File: src/rtl/soc_top.sv
// Minimal SoC stand-in: PC sequencer that flags completion at END_PC, LED heartbeat,
// and a one-shot UART banner ("OK\n") sent when the run completes.
//
// UART FSM
//   state   | meaning
//   S_IDLE  | line idle high, waiting for the rising edge of done
//   S_START | driving the start bit (0) of byte byte_idx
//   S_DATA  | driving data bit bit_idx of byte byte_idx, LSB first
//   S_STOP  | driving the stop bit (1); then next byte or back to idle
module soc_top #(
  parameter logic [31:0] RESET_PC  = 32'h1C00_0000,
  parameter logic [31:0] END_PC    = 32'h1C00_0100,
  parameter int          BAUD_DIV  = 16,
  parameter int          LED_SHIFT = 4
) (
  input  logic        clock,
  input  logic        reset,
  input  logic [3:0]  externalPins_gpio_in,
  input  logic        externalPins_uart_rx,
  output logic [5:0]  externalPins_gpio_out,
  output logic        externalPins_uart_tx,
  output logic [31:0] debug_wb_pc,
  output logic        debug_excp,
  output logic [6:0]  debug_excp_num
);

  localparam int          PW        = (LED_SHIFT > 0) ? LED_SHIFT : 1;
  localparam logic [15:0] BAUD_LAST = 16'(BAUD_DIV - 1);

  typedef enum logic [1:0] {S_IDLE, S_START, S_DATA, S_STOP} uart_state_t;

  logic          btn_s1, btn_s2;
  logic          core_rst;
  logic [31:0]   pc;
  logic          done, done_q, done_rise;
  logic [PW-1:0] presc;
  logic          led_tick;
  logic [5:0]    led_cnt;
  uart_state_t   state, state_n;
  logic [15:0]   baud_cnt, baud_cnt_n;
  logic [2:0]    bit_idx, bit_idx_n;
  logic [1:0]    byte_idx, byte_idx_n;
  logic          bit_tc;
  logic [7:0]    tx_byte;
  logic          tx;
  logic          unused_pins;

  assign unused_pins = ^{externalPins_uart_rx, externalPins_gpio_in[3:1]};

  // Button is asynchronous to clock; only the system reset re-arms the synchronizer.
  always_ff @(posedge clock) begin
    if (reset) begin
      btn_s1 <= 1'b1;
      btn_s2 <= 1'b1;
    end else begin
      btn_s1 <= externalPins_gpio_in[0];
      btn_s2 <= btn_s1;
    end
  end

  assign core_rst = reset | ~btn_s2;

  always_ff @(posedge clock) begin
    if (core_rst) begin
      pc     <= RESET_PC;
      done   <= 1'b0;
      done_q <= 1'b0;
    end else begin
      done_q <= done;
      if (!done) begin
        if (pc == END_PC) done <= 1'b1;
        else              pc   <= pc + 32'd4;
      end
    end
  end

  assign done_rise = done & ~done_q;

  assign led_tick = (LED_SHIFT == 0) ? 1'b1 : (presc == {PW{1'b1}});

  always_ff @(posedge clock) begin
    if (core_rst) begin
      presc   <= '0;
      led_cnt <= '0;
    end else begin
      presc <= presc + 1'b1;
      if (led_tick) led_cnt <= led_cnt + 6'd1;
    end
  end

  // UART: state register
  always_ff @(posedge clock) begin
    if (core_rst) begin
      state    <= S_IDLE;
      baud_cnt <= '0;
      bit_idx  <= '0;
      byte_idx <= '0;
    end else begin
      state    <= state_n;
      baud_cnt <= baud_cnt_n;
      bit_idx  <= bit_idx_n;
      byte_idx <= byte_idx_n;
    end
  end

  assign bit_tc = (baud_cnt == 16'd0);

  // UART: next-state logic; baud_cnt is a down-counter reloaded at each bit boundary
  always_comb begin
    state_n    = state;
    baud_cnt_n = baud_cnt;
    bit_idx_n  = bit_idx;
    byte_idx_n = byte_idx;
    if (state != S_IDLE) baud_cnt_n = bit_tc ? BAUD_LAST : baud_cnt - 16'd1;
    case (state)
      S_IDLE: begin
        if (done_rise) begin
          state_n    = S_START;
          baud_cnt_n = BAUD_LAST;
          byte_idx_n = 2'd0;
        end
      end
      S_START: begin
        if (bit_tc) begin
          state_n   = S_DATA;
          bit_idx_n = 3'd0;
        end
      end
      S_DATA: begin
        if (bit_tc) begin
          if (bit_idx == 3'd7) state_n   = S_STOP;
          else                 bit_idx_n = bit_idx + 3'd1;
        end
      end
      S_STOP: begin
        if (bit_tc) begin
          if (byte_idx == 2'd2) begin
            state_n = S_IDLE;
          end else begin
            byte_idx_n = byte_idx + 2'd1;
            state_n    = S_START;
          end
        end
      end
      default: state_n = S_IDLE;
    endcase
  end

  // UART: outputs
  always_comb begin
    case (byte_idx)
      2'd0:    tx_byte = 8'h4F;
      2'd1:    tx_byte = 8'h4B;
      default: tx_byte = 8'h0A;
    endcase
    case (state)
      S_START: tx = 1'b0;
      S_DATA:  tx = tx_byte[bit_idx];
      default: tx = 1'b1;
    endcase
  end

  assign externalPins_uart_tx  = tx;
  assign externalPins_gpio_out = done ? 6'h3F : led_cnt;
  assign debug_wb_pc           = pc;
  assign debug_excp            = done;
  assign debug_excp_num        = done ? 7'h40 : 7'h00;

endmodule

File: config.mk
export PLATFORM = sky130hd
export DESIGN_NAME = soc_top
export DESIGN_NICKNAME = d
export VERILOG_FILES = /design/src/rtl/soc_top.sv
export SDC_FILE = /design/constraint.sdc
export NUM_CORES = 1
export LEC_CHECK = 0
export BUFFER_PORTS_ARGS = -buffer_cell sky130_fd_sc_hd__buf_2
export CAP_MARGIN = 20
export CORE_MARGIN = 2
export CORE_UTILIZATION = 61
export CTS_CLUSTER_SIZE = 8
export DETAILED_ROUTE_END_ITERATION = 6
export PLACE_DENSITY = 0.9
export SYNTH_ARGS = -nofsm -noshare
export SYNTH_HDL_FRONTEND = slang
export SYNTH_SLANG_ARGS = --single-unit
File: constraint.sdc
create_clock -name clock -period 4.62 [get_ports clock]
set_input_delay 0 -clock clock [delete_from_list [all_inputs] [get_ports clock]]
set_output_delay 0 -clock clock [all_outputs]
set_load 0.05 [all_outputs]
-- After elaboration in Yosys (flattened, before gate mapping)
Cells that the tools add are included.
- memories kept: 0
- logic and storage cells: 76
- ROM bits: 0
- input bits: 7
- bits in registers: 69
- memory bits (writable): 0
- output and inout port bits: 47
- latch bits: 0
- add/sub/neg operators: 6
- magnitude comparators: 1
- shifts and indexed selects: 0
- multiply operators: 0
- muxes and demuxes: 27
- reductions and logical operators: 10
- div/mod/pow operators: 0
- equality and inequality tests: 15
- bitwise operators: 6
- operator list (cell ; number):
    $mux 16 ; 4
    $add 32x3->32 const B ; 1
    $eq 32x29->1 const B ; 1
    $logic_not 16->1 ; 1
    $mux 2 ; 8
    $sub 16x1->16 const B ; 1
    $ne 2x2->1 const B ; 7
    $pmux 7 s2 ; 1
    $mux 3 ; 3
    $pmux 2 s4 ; 1
    $reduce_and 4->1 ; 2
    $mux 7 ; 1
    $add 6x1->6 const B ; 1
    $eq 2x2->1 const B ; 3
    $mux 6 ; 1
    $pmux 3 s2 ; 1
    $reduce_bool 2->1 ; 3
    $reduce_and 5->1 ; 1
    $add 4x1->4 const B ; 1
    $eq 2x1->1 const B ; 2
    $eq 4x4->1 const B ; 1
    $logic_not 2->1 ; 2
    $lt 3x4->1 const B ; 1
    $mux 1 ; 4
    other kinds (10) ; 13

-- Longest topological paths before layout
Gate-level depths: netlist of run 1.
- depth in word-level cells: 5
- gate-level depth with buffers: 7
- depth with buffers taken out: 7

-- Worst setup path before layout of run 1
No wires, ideal clock.
- path kind: register to register
- start: register pc[3], in the netlist debug_wb_pc[3]
- end: register pc[28], in the netlist debug_wb_pc[28]
- path buffers: 1
- cell stages (with the launch flop): 8
- arrival time: 2.019 ns
- data required time: 4.492 ns
- library setup time: 0.128 ns
- period minus slack after synthesis: 2.147 ns
- slack: 2.473 ns
- cells stage by stage: dfxtp_1 ha_1 nand2_1 or3_1 buf_2 nor4_2 xnor2_1 nand2_1
- word-level cells in the longest chain between the ends: 3
- elaborated cells on any way between the ends: 4
- classes of those cells: add/sub: 1; eq/ne: 1; bitwise: 1; reduce/logical: 1
- ends and longest elaborated chain (item ; line ; RTL):
    from (decl) ; 34 ; logic [31:0] pc;
    from (signal assigned) ; 72 ; else pc <= pc + 32'd4;
    parallel branches: the longest is 3 deep, another holds $add 32x3->32 ; n/a ;
Parallel ways; which one is timed is not known.
A chain may end at the register's enable or synchronous reset.

-- Worst setup path in the final report of run 1
- start: register baud_cnt[0]
- end: register baud_cnt[14]
- word-level cells in the longest chain between the ends: 5
- elaborated cells on any way between the ends: 6
- classes of those cells: add/sub: 1; mux: 4; reduce/logical: 1
- ends and longest elaborated chain (item ; line ; RTL):
    from (decl) ; 40 ; logic [15:0] baud_cnt, baud_cnt_n;
    from (signal assigned) ; 100 ; baud_cnt <= baud_cnt_n;
    $sub 16x1->16 or $logic_not 16->1 (tied branches) ; 114, 106 ;
    $mux 16 * (2 in a row) ; 114 ; if (state != S_IDLE) baud_cnt_n = bit_tc ? BAUD_LAST : baud_cnt - 16'd1;
    $mux 16 ; 117 ; if (done_rise) begin
    $mux 16 * ; 115 ; case (state)
Every way passes the cells marked *; elsewhere a longest branch is shown, timed or not.

==> results of run 1 <==
[registers in the layout (all words and copies together), names as in the netlist]
register     cells
baud_cnt        16
debug_excp       1
state            2
presc            4
btn_s2           1
led_cnt          6
debug_wb_pc     30
done_q           1
byte_idx         2
btn_s1           1
bit_idx          3
[metal layers]
| metal | up-vias | share of wire |
|---|---|---|
| met2 | 91 | 0.49 |
| met3 | 14 | 0.052 |
| li1 | 1476 | - |
| met1 | 1434 | 0.44 |
| met4 | 0 | 0.013 |
| met5 | - | 0 |
[placed cells by master, fill, tap and decap left out, drive strengths merged, types with 3 or more instances in the layout]
| cell | n |
|---|---|
| dfxtp | 67 |
| nor2 | 51 |
| buf | 43 |
| nand2 | 27 |
| xnor2 | 23 |
| nand3 | 19 |
| nor3 | 18 |
| o21ai | 17 |
| inv | 16 |
| a21oi | 16 |
| ha | 14 |
| nor4 | 14 |
| clkbuf | 12 |
| xor2 | 11 |
| or2 | 10 |
| nand4 | 8 |
| conb | 8 |
| or3 | 6 |
| a311oi | 6 |
| and3 | 4 |
| nor4b | 4 |
| and4 | 4 |
| nor3b | 4 |
| o21a | 3 |
| mux2i | 3 |
| a31oi | 3 |
| and2 | 3 |
| clkinv | 3 |
| dlygate4sd3 | 3 |
| a22oi | 3 |
[power by group]
group	total (mW)	switching (mW)	internal, mW	leakage [nW]
Clock	0.414	0.210	0.204	0.0860
Sequential	0.589	0.00622	0.582	0.541
Combinational	0.0555	0.0414	0.0141	0.963
[final cells by class]
type | count | area (um^2)
Clock inverter | 3 | 15.0
Timing Repair Buffer | 46 | 270
Multi-Input combinational cell | 301 | 2060
Tap cell | 72 | 90.1
Inverter | 16 | 60.1
Clock buffer | 12 | 145
Fill cell | 427 | 1630
Sequential cell | 67 | 1340
[per-stage QoR]
| stage | area, um^2 | total power, mW |
|---|---|---|
| floorplan | 3610 | 0.647 |
| global placement | 3760 | 0.650 |
| detailed placement | 3760 | 0.651 |
| CTS | 3950 | 1.06 |
| global route | 3980 | 1.09 |
| finish | 3980 | 1.06 |
[worst max-delay path by stage]
| stage | start | to | depth (start not counted) |
|---|---|---|---|
| finish | baud_cnt[0] | baud_cnt[14] | 6 |
| global route | baud_cnt[0] | baud_cnt[9] | 6 |
| CTS | baud_cnt[0] | baud_cnt[9] | 6 |
| detailed placement | baud_cnt[0] | baud_cnt[14] | 6 |
| global placement | baud_cnt[0] | baud_cnt[9] | 6 |
| floorplan | debug_wb_pc[3] | debug_wb_pc[28] | 7 |
[logic make-up (layout without fill, tap and decap cells)]
kind of cell / Yosys count / after routing / synth area share
adder cells (fa/ha/maj): 14 / 14 / 0.0488
other: 1 / 8 / 0.00105
buffers and inverters: 40 / 77 / 0.0610
multiplexers: 3 / 3 / 0.00837
AND/OR/NAND/NOR: 178 / 178 / 0.306
AO/OA/AOI/OAI: 64 / 64 / 0.118
XOR/XNOR: 34 / 34 / 0.0830
flip-flops: 67 / 67 / 0.374
==> run summary, run 1 <==
The run finished with clean final reports. The count of port buffers added during placement is 41. Class of the most critical setup path: reg -> reg. The number of different library cells used by synthesis comes to 58.

STA classifies the critical path startpoint as a flip-flop. The total overflow left after global routing is 0. The met1 track demand over resource in global routing is 0.317, and the clock net sink count is 67. Maximum ir drop on the vdd rail: 0.241 mV.

The post-cts sizing count was 0. The first TritonRoute pass finished after 5 iterations. The floorplan step set the die width to 80.7 um. For the final count of negative-setup-slack endpoints, the log shows 0. The arrival time at the worst endpoint is 2.50 ns. The predominant post-synthesis flop cell is dfxtp_1. Pin placement for this block handled 54 I/O pins. The via count of the routed design was 3015. The commonest cells after synthesis are 67 x dfxtp_1, 51 x nor2_1, 27 x nand2_1. For the final estimated routing congestion in global placement, the log shows 0.788. In this run the static leakage power is 1.59 nW. The final count of hold timing violations is 0, and the worst-path maximum fanout is 18. The initialized floorplan defines 27 standard-cell rows.

In the routed layout, each cell is associated on average with a via count of 5.83. The run gives 2 as the maximum count of clock buffers along a single path. Summed over all instances, the cell type with the most area after synthesis is dfxtp_1. The fraction of layout cells with a size suffix above 1 is 0.202. In the routed design, unresolved DRC markers number 0.

In this run the critical register-to-register path is launched from baud_cnt[0]. Prior to clock tree synthesis, the placed netlist has a worst setup slack of 2.37 ns. The run gives 2.37 ns as the slack of the worst reg-to-reg path.

Clock-pin slew was measured on the worst setup and hold paths at 0.07 ns. The post-route antenna net violation count was 0; the minimum hold slack was 0.428 ns. The cell area after synthesis was 0.00359 mm^2.

For the number of global-route vias before repair, the log shows 2901. For the global-route wire length before repair, the log shows 13.1 mm. In the post-synthesis netlist, the biggest area contributors are dfxtp_1 37%, xnor2_1 5.6%, nor2_1 5.3%.

0 antenna diodes ended up in the layout. Once the clock tree was built, the setup fixing pass inserted 0 buffers. The endpoint identified for the worst register-to-register timing path is baud_cnt[14]. CTS placed an instance of clkbuf_8 at the clock tree root. The clock arrives with 0.00906 ns of skew. Initial core utilization: 0.640.

The floorplan step defined a core boundary enclosing 0.00561 mm^2. The cell depth of the worst hold path came out at 1. A synthesized cell averages 8.95 um^2. The number of flops mapped to enable cells by yosys was 0; the routing usage on met3 was 0.0652. The floorplan step set the die height to 80.7 um. The finished layout holds 517 standard cells, fillers aside. The fraction of synthesis flops using an asynchronous set or reset pin was 0. The logs give 3 for the number of buffers added to fix hold violations after cts and 55 for the maximum number of pins on one net before global-route repair. The ratio of final minimum period to clock period works out to 0.488. The largest single stage delay on the critical path is 0.69 ns. The warning count from the yosys run was 0. The final wirelength is 7.66 mm, and the met2 usage in global routing is 0.439. Clock tree synthesis inserted a total of 9 buffers.

For the pin with the worst max-slew slack, the measured transition is 0.963 ns. The synthesized design contains 67 register bits. The worst setup path is captured at a flip-flop. For the worst-skew pair, the clock arrives at the later sink with an insertion delay of 0.34 ns. The remaining max-slew budget at the tightest pin is 0.356, and the relative area change from synthesis to final layout is 10.9%. The top cell type's share of synthesized area is 0.374. The run gives 0 ns as the setup TNS after final layout.

dfxtp_1 is the most common cell in the netlist. Power spread over the standard cell area amounts to 266 mW/mm^2. The depth of the worst register-to-register path is 6, and the count of routing violations after the opening detailed-route iteration is 202. The global-route layer with the greatest usage was met2. Detailed placement finished with a half-perimeter wire length of 5.14 mm. The net count of the finished layout is 462.

The highest clock rate is 444 MHz. The total routing usage reported by global routing was 0.255; the die area was 0.00651 mm^2. The tools report the number of max-capacitance violations reported as 0.

After layout, the worst setup slack is 2.37 ns. Setup repair after global routing left no endpoint under its margin. The final design utilization is 0.710, and the maximum level of the CTS H-tree is 3. The initial antenna violation count is 0, and the detail-routed net length per standard cell is 14.8 um. Number of buffers and inverters on the critical path: 1. Walking the worst path, the cells encountered are inv_1 -> ha_1 -> nor3b_4 -> a41oi_2 -> o31ai_1 -> a311oi_1. On the critical path the largest part of the delay comes from compound AO/OA/AOI/OAI gates.

The run gives 0 as the max-slew violation total from the final report. Cell with the largest stage delay on the worst path: a41oi_2. The time the worst path needs with I/O delays and setup was 2.25 ns.

The path with the worst hold slack has its endpoint at btn_s2. Data on the critical path is required at its endpoint by 4.86 ns. Start point of the worst min-delay path: btn_s1.

Counting tap cells, the placed design contains a total of 498 instances. TritonCTS built the clock tree. Counting every instance in the synthesized netlist gives 401.

The class of the tightest hold or removal check is reg -> reg. For the sequential share of the synthesized area, the log shows 0.374.
Note: power is estimated with default switching activity, not from simulation.
==> run 2, diff against run 1 <==
Settings changed: CORE_UTILIZATION 61 to 51, PLACE_DENSITY 0.9 to 0.8.
Clock period 4.62 ns to 1.82 ns, I/O delays scaled along.
==> run 2 against run 1 <==
Compared with the run above:
- clock skew about the same
- via count up 0.66%
- fmax up 29%
- sequential share of layout area down 2.1 points
- non-clock buffer count up 23
- cell count up 9.3%
- first-iteration DRC count down 12%
- critical path type unchanged
==> run summary, run 2 (synthesized netlist as in run 1, its figures left out) <==
In this run the worst path has a maximum fanout of 6. The tools report the post-route antenna net violation count as 0. The core footprint came out at 0.00679 mm^2.

Setup violations remaining at the end of the flow were counted as 0. The tools report the capture endpoint of the worst hold path as btn_s2. Across all register-to-register paths, the minimum setup slack is 0.07 ns. Based on the critical path, the design can be clocked at up to 572 MHz. After detailed routing, the number of remaining DRC violations is 0. Ratio of final minimum period to clock period: 0.960. Power spread over the standard cell area amounts to 696 mW/mm^2. Buffers inserted during clock tree synthesis total 9. The run gives 0.00772 mm^2 as the die area. For the initial core utilization, the log shows 0.528. The tools report the number of primary I/O pins as 54.

0 antenna diodes ended up in the layout. For this block, the initial DRC count from the detailed router was 177. The H-tree generated during clock tree synthesis spans 3 levels.

The final count of hold timing violations was 0. The final-layout fill cell count is 553, and the depth of the worst register-to-register path is 6. The net total in the final layout is 485, and the maximum number of pins on one net before global-route repair is 25. The top cell types in the final layout, fill and taps aside, are 50 x nor2_1, 44 x dfxtp_1, 41 x buf_2, 27 x nand2_1. The worst path required time was 2.11 ns. The first global-routing pass estimated 13.2 mm of wire.

The startpoint identified for the worst hold timing path is btn_s1. Leaving out filler cells and counting taps, the final layout contains 565. The least setup slack across all paths after layout is 0.0723 ns, and the instance count after placement with tap cells included is 543. The congestion estimate from routability-driven global placement came to 0.812. The longest clock path from root to sink contains 2 buffers. The floorplan has 30 rows. The delay of the slowest cell on the worst path is 0.36 ns, and the overall die height is 87.9 um. The count of port buffers added during placement came out at 41.

The flow ran to the end, and the final reports show no timing, DRC or antenna violations. The die width was 87.9 um. Overall power of the completed layout: 3.02 mW. Setup repair after global routing could not meet its margin everywhere. STA puts the critical path data arrival time at 2.04 ns.

The leakage power of the design was 1.80 nW; the number of max-capacitance violations reported was 0. The kind of cell with the highest combined delay along the critical path is compound AO/OA/AOI/OAI gates. The run gives 0.00912 ns as the setup clock skew after layout.

The worst register-to-register path ends at state[0]. After detailed routing, the number of vias per cell comes to 5.37. The detailed router placed 3035 vias in this run. The fraction of layout cells with a size suffix above 1 is 0.322.

The most common cell after layout, fill and taps aside is nor2_1. The cell depth of the worst hold path was 1; the worst slack at placement was 0.0402 ns. The tightest hold path in the finished design has a slack of 0.414 ns.

Compared with the post-synthesis result, the final layout area differs by 21.1%. The first-pass detailed-route iteration total is 4, and the worst-skew pair later-pin latency is 0.35 ns. The tools report the maximum ir drop on the vdd rail as 0.373 mV. Overflow left after global routing: 0. Counting I/O delays and the setup requirement, the final critical path takes 1.75 ns.

The initial antenna violation count came out at 0. For the number of global-route vias before repair, the log shows 2965. The setup path with the least slack is of type reg -> reg.

The setup TNS after final layout was 0 ns. The number of buffers and inverters on the critical path is 1. The class of the tightest hold or removal check is reg -> reg. After detailed routing, the total wire length is 8.01 mm. Traced cell by cell, the critical path runs through nor4_4 -> buf_4 -> nand4_1 -> a211o_1 -> a22oi_2 -> o211a_1. After clock tree synthesis, the clock-pin slew on the worst setup and hold paths is 0.07 ns.

The cell with the largest stage delay on the worst path is dfxtp_2. The tools report the launching element type of the critical path as a flip-flop. The total routing usage reported by global routing came out at 0.215. In the final routed layout, each cell accounts on average for 14.2 um. The run gives 0 as the max-slew violation total from the final report. In this run the critical register-to-register path is launched from baud_cnt[2]. The clock net sink count is 67. The worst setup path is captured at a flip-flop.

The number of flip-flops in the largest register works out to 30. TritonCTS built the clock tree. The HPWL after detailed placement is 5.38 mm. The root buffer cell chosen for the clock tree is clkbuf_8.
run 2: cell types whose count changed in the layout (fill, tap and decap cells not counted), moves of 3 or more:
cell      change
dfxtp_2      +21
dfxtp_1      -23
clkinv_2      -3
ha_1          -3
buf_4        +22
run 2: power by group:
| part | internal, mW | total, mW | switching [mW] | leakage, nW |
|---|---|---|---|---|
| Sequential | 1.48 | 1.49 | 0.0144 | 0.553 |
| Combinational | 0.0346 | 0.141 | 0.107 | 1.13 |
| Clock | 0.795 | 1.39 | 0.595 | 0.114 |
run 2: area by class of cell:
cell class	instances	area (um^2)	area share
inverters	16	60.1	0.0138
flip-flops and latches	67	1380	0.316
clock inverters	4	55.1	0.0127
well taps	96	120	0.0276
multi-input cells	301	2130	0.490
repair buffers	69	430	0.0990
clock buffers	12	176	0.0406
run 2: metal layers:
metal  wire, um  GRT usage  up-vias
met5          0          0        -
met2       3870      0.352       66
met1       3700      0.275     1429
met4        127     0.0867        0
met3        306     0.0490       12
li1           -          -     1528
run 2: worst max-delay path by stage:
stage                     from               to  slack [ns]  cells past startpoint
2_1_floorplan  debug_wb_pc[21]  debug_wb_pc[28]       -0.01                      5
3_3_place_gp       baud_cnt[4]     baud_cnt[15]        0.09                      6
3_5_place_dp    debug_wb_pc[3]  debug_wb_pc[24]        0.04                      7
4_1_cts         debug_wb_pc[3]  debug_wb_pc[24]       0.007                      7
5_1_grt            baud_cnt[1]         state[0]       -0.06                      7
6_report           baud_cnt[2]         state[0]        0.07                      6
run 2: stage by stage:
step           instance area (um^2)   util
2_1_floorplan                  3640      -
3_3_place_gp                   3980  0.585
3_5_place_dp                   3980  0.585
4_1_cts                        4240  0.624
5_1_grt                        4350  0.640
6_report                       4350  0.640
run 2: what timing repair did:
item                                   4_1_cts  5_1_grt
hold buffers                                 3        0
setup buffers                                0        3
endpoints found under the hold margin        2        0
setup endpoints to repair                    0       30
resized for setup                            0       25
==> run 3, diff against run 2 <==
Settings changed: SETUP_SLACK_MARGIN set to 0.15.
==> run 3 against run 2 <==
Compared with the run above:
- register-to-register slack improved by 0.04 ns
- non-clock buffer count grew 1
- hold slack about the same
- flip-flop and latch count unchanged
- critical path depth increased by 1
- largest power group unchanged
==> run summary, run 3 (synthesized netlist as in run 1, its figures left out) <==
The flow ran to the end, and the final reports show no timing, DRC or antenna violations. The tools report the endpoint of the worst-slack reg-to-reg timing path as state[0]. VDD sags by at most 0.476 mV. The logs give 0.218 for the total routing usage reported by global routing and 8.69 mm for the final wirelength. Met2 usage in global routing: 0.360. After detailed routing, the number of vias per cell comes to 5.72. The worst hold path terminates at btn_s2. Summing over every cut layer, the via total after detailed routing is 3255. Class of the tightest hold or removal check: in -> reg. Cell with the largest stage delay on the worst path: dfxtp_4. For the number of global-route vias before repair, the log shows 2819. The routing usage on met3 came out at 0.0424.

The logs give 2.00 ns for the arrival time at the worst endpoint and 0.528 for the initial core utilization. The post-detailed-route DRC marker count is 0. The overall power of the completed layout is 2.92 mW.

The cell sitting at the root of the clock tree is a clkbuf_8. The count of routing violations after the opening detailed-route iteration is 179, and the worst path required time is 2.11 ns. The placed instances occupy a cell area of 0.00400 mm^2.

The worst hold path begins at reset. Global-route layer with the greatest usage: met2. The die is 87.9 um wide. The highest clock rate was 586 MHz. The critical path goes through inv_2 -> ha_4 -> nor3b_4 -> nand4_1 -> a211o_1 -> a22oi_2 -> o211a_1.

The worst register-to-register path has a depth of 7. Setup repair after global routing could not meet its margin everywhere. The fraction of layout cells with a size suffix above 1 works out to 0.402. Dividing the detail-routed wire length by the instance count gives 15.3 um. The register with the most flip-flops in the layout has 30 of them.

For the die area, the log shows 0.00772 mm^2. For this run the aggregate overflow at the end of global routing stands at 0. Summed over all cells, the static leakage comes to 1.87 nW. The clock-pin slew reported for the worst setup and hold paths after clock tree synthesis is 0.07 ns.

For the worst-skew pair, the clock arrives at the later sink with an insertion delay of 0.36 ns. The tool flagged a number of max-cap violations equal to 0. The setup check on the worst reg-to-reg path leaves a slack of 0.11 ns. The worst setup path is captured at a flip-flop.

Of all nets on the critical path, the largest fanout is 5. The logs give 0.00457 mm^2 for the final design instance area without fill and 30 for the site row count. The run gives 0 as the final count of negative-setup-slack endpoints. 0 antenna diodes ended up in the layout. The tools report the initial antenna violation count as 0.

TritonCTS built the clock tree. The max-slew violation total from the final report is 0, and the delay of the slowest cell on the worst path is 0.35 ns. Leaving out fill and tap cells, the most frequent cells in the layout are 49 x nor2_1, 40 x buf_2, 33 x dfxtp_1, 24 x nand2_1. In this run the critical register-to-register path is launched from baud_cnt[1]. Routability-driven placement finished with a final weighted congestion of 0.858. Leaving out fill and tap cells, the most frequent cell in the layout is nor2_1. The class of the most critical setup path was reg -> reg. The tools report the post-route antenna net violation count as 0. Adding up every negative setup slack in the final design gives 0 ns. For the net total in the final layout, the log shows 489.

The first global-routing pass estimated 13.2 mm of wire. Met1 track demand over resource in global routing: 0.279. The maximum count of clock buffers along a single path is 2, and the worst slack at placement is 0.0496 ns. The worst setup path is launched from a flip-flop. The overall die height is 87.9 um, and the setup clock skew after layout is 0.0106 ns. The least setup slack across all paths after layout is 0.113 ns.

The cell depth of the worst hold path is 3, and the number of primary I/O pins is 54. The maximum level of the CTS H-tree is 3. The time the worst path needs with I/O delays and setup is 1.71 ns, and the minimum hold slack is 0.414 ns. The relative area change from synthesis to final layout is 27.4%, and the first-pass detailed-route iteration total is 5. Input and output buffers added on the ports amount to 41. The floorplan step defined a core boundary enclosing 0.00679 mm^2. The run gives 0 as the final count of hold timing violations. The clock net in this run drives a total of 67 sinks. Counting the fill cells in the layout gives 506.

The maximum number of pins on one net before global-route repair was 23; the areal power density over the cells was 638 mW/mm^2. The TritonCTS buffer count was 9; the ratio of final minimum period to clock period was 0.938. Once detailed placement completed, the half-perimeter wirelength came to 5.42 mm.
[run 3: cell count changes in the layout (fill, tap and decap cells not counted), moves of 3 or more]
cell	delta
nand2_1	-3
dfxtp_4	+13
a21oi_2	+3
a21oi_1	-3
nor4b_1	-3
o21ai_0	-4
dfxtp_1	-11
[run 3: metal layers]
| metal | routed length (um) | part of all wire |
|---|---|---|
| met2 | 4280 | 0.49 |
| met5 | 0 | 0 |
| met4 | 151 | 0.017 |
| met1 | 3790 | 0.44 |
| met3 | 467 | 0.054 |
[run 3: area by class of cell]
cell class | instances | area, um^2 | area share
multi-input cells | 304 | 2310 | 0.505
well taps | 96 | 120 | 0.0263
clock inverters | 7 | 77.6 | 0.0170
clock buffers | 9 | 124 | 0.0271
flip-flops and latches | 67 | 1420 | 0.311
repair buffers | 70 | 453 | 0.0991
inverters | 16 | 65.1 | 0.0142
[run 3: worst max path at each step]
stage / cells past startpoint / end / start
5_1_grt: 7 / state[0] / baud_cnt[0]
3_3_place_gp: 7 / debug_wb_pc[3] / debug_wb_pc[2]
6_report: 7 / state[0] / baud_cnt[1]
3_5_place_dp: 7 / debug_wb_pc[3] / debug_wb_pc[2]
2_1_floorplan: 6 / debug_wb_pc[28] / debug_wb_pc[7]
4_1_cts: 8 / baud_cnt[13] / baud_cnt[1]
[run 3: stage by stage]
step                      cells  utilization
after floorplan             408            -
after global placement      535        0.589
after detailed placement    535        0.589
after CTS                   561        0.640
after global routing        569        0.673
final                       569        0.673
[run 3: what timing repair did]
item | in CTS | in global routing
endpoints found under the setup margin | 24 | 33
hold endpoints to repair | 2 | 0
setup buffers | 7 | 5
pin swaps | 6 | 26
hold buffers | 3 | 0
cloned | 0 | 3
gates resized for setup | 18 | 43
[run 3: worst max-delay path: cells and delay by family (launching register included)]
| family | cells | cell delay (ns) |
|---|---|---|
| AO/OA/AOI/OAI | 3 | 0.62 |
| buffers and inverters | 1 | 0.07 |
| flip-flops | 1 | 0.35 |
| adder cells (fa/ha/maj) | 1 | 0.12 |
| AND/OR/NAND/NOR | 2 | 0.50 |
[run 3: where the power goes]
group          switching, mW  total [mW]  internal (mW)
sequential            0.0170        1.48           1.46
clock                  0.636        1.28          0.641
combinational          0.115       0.163         0.0481
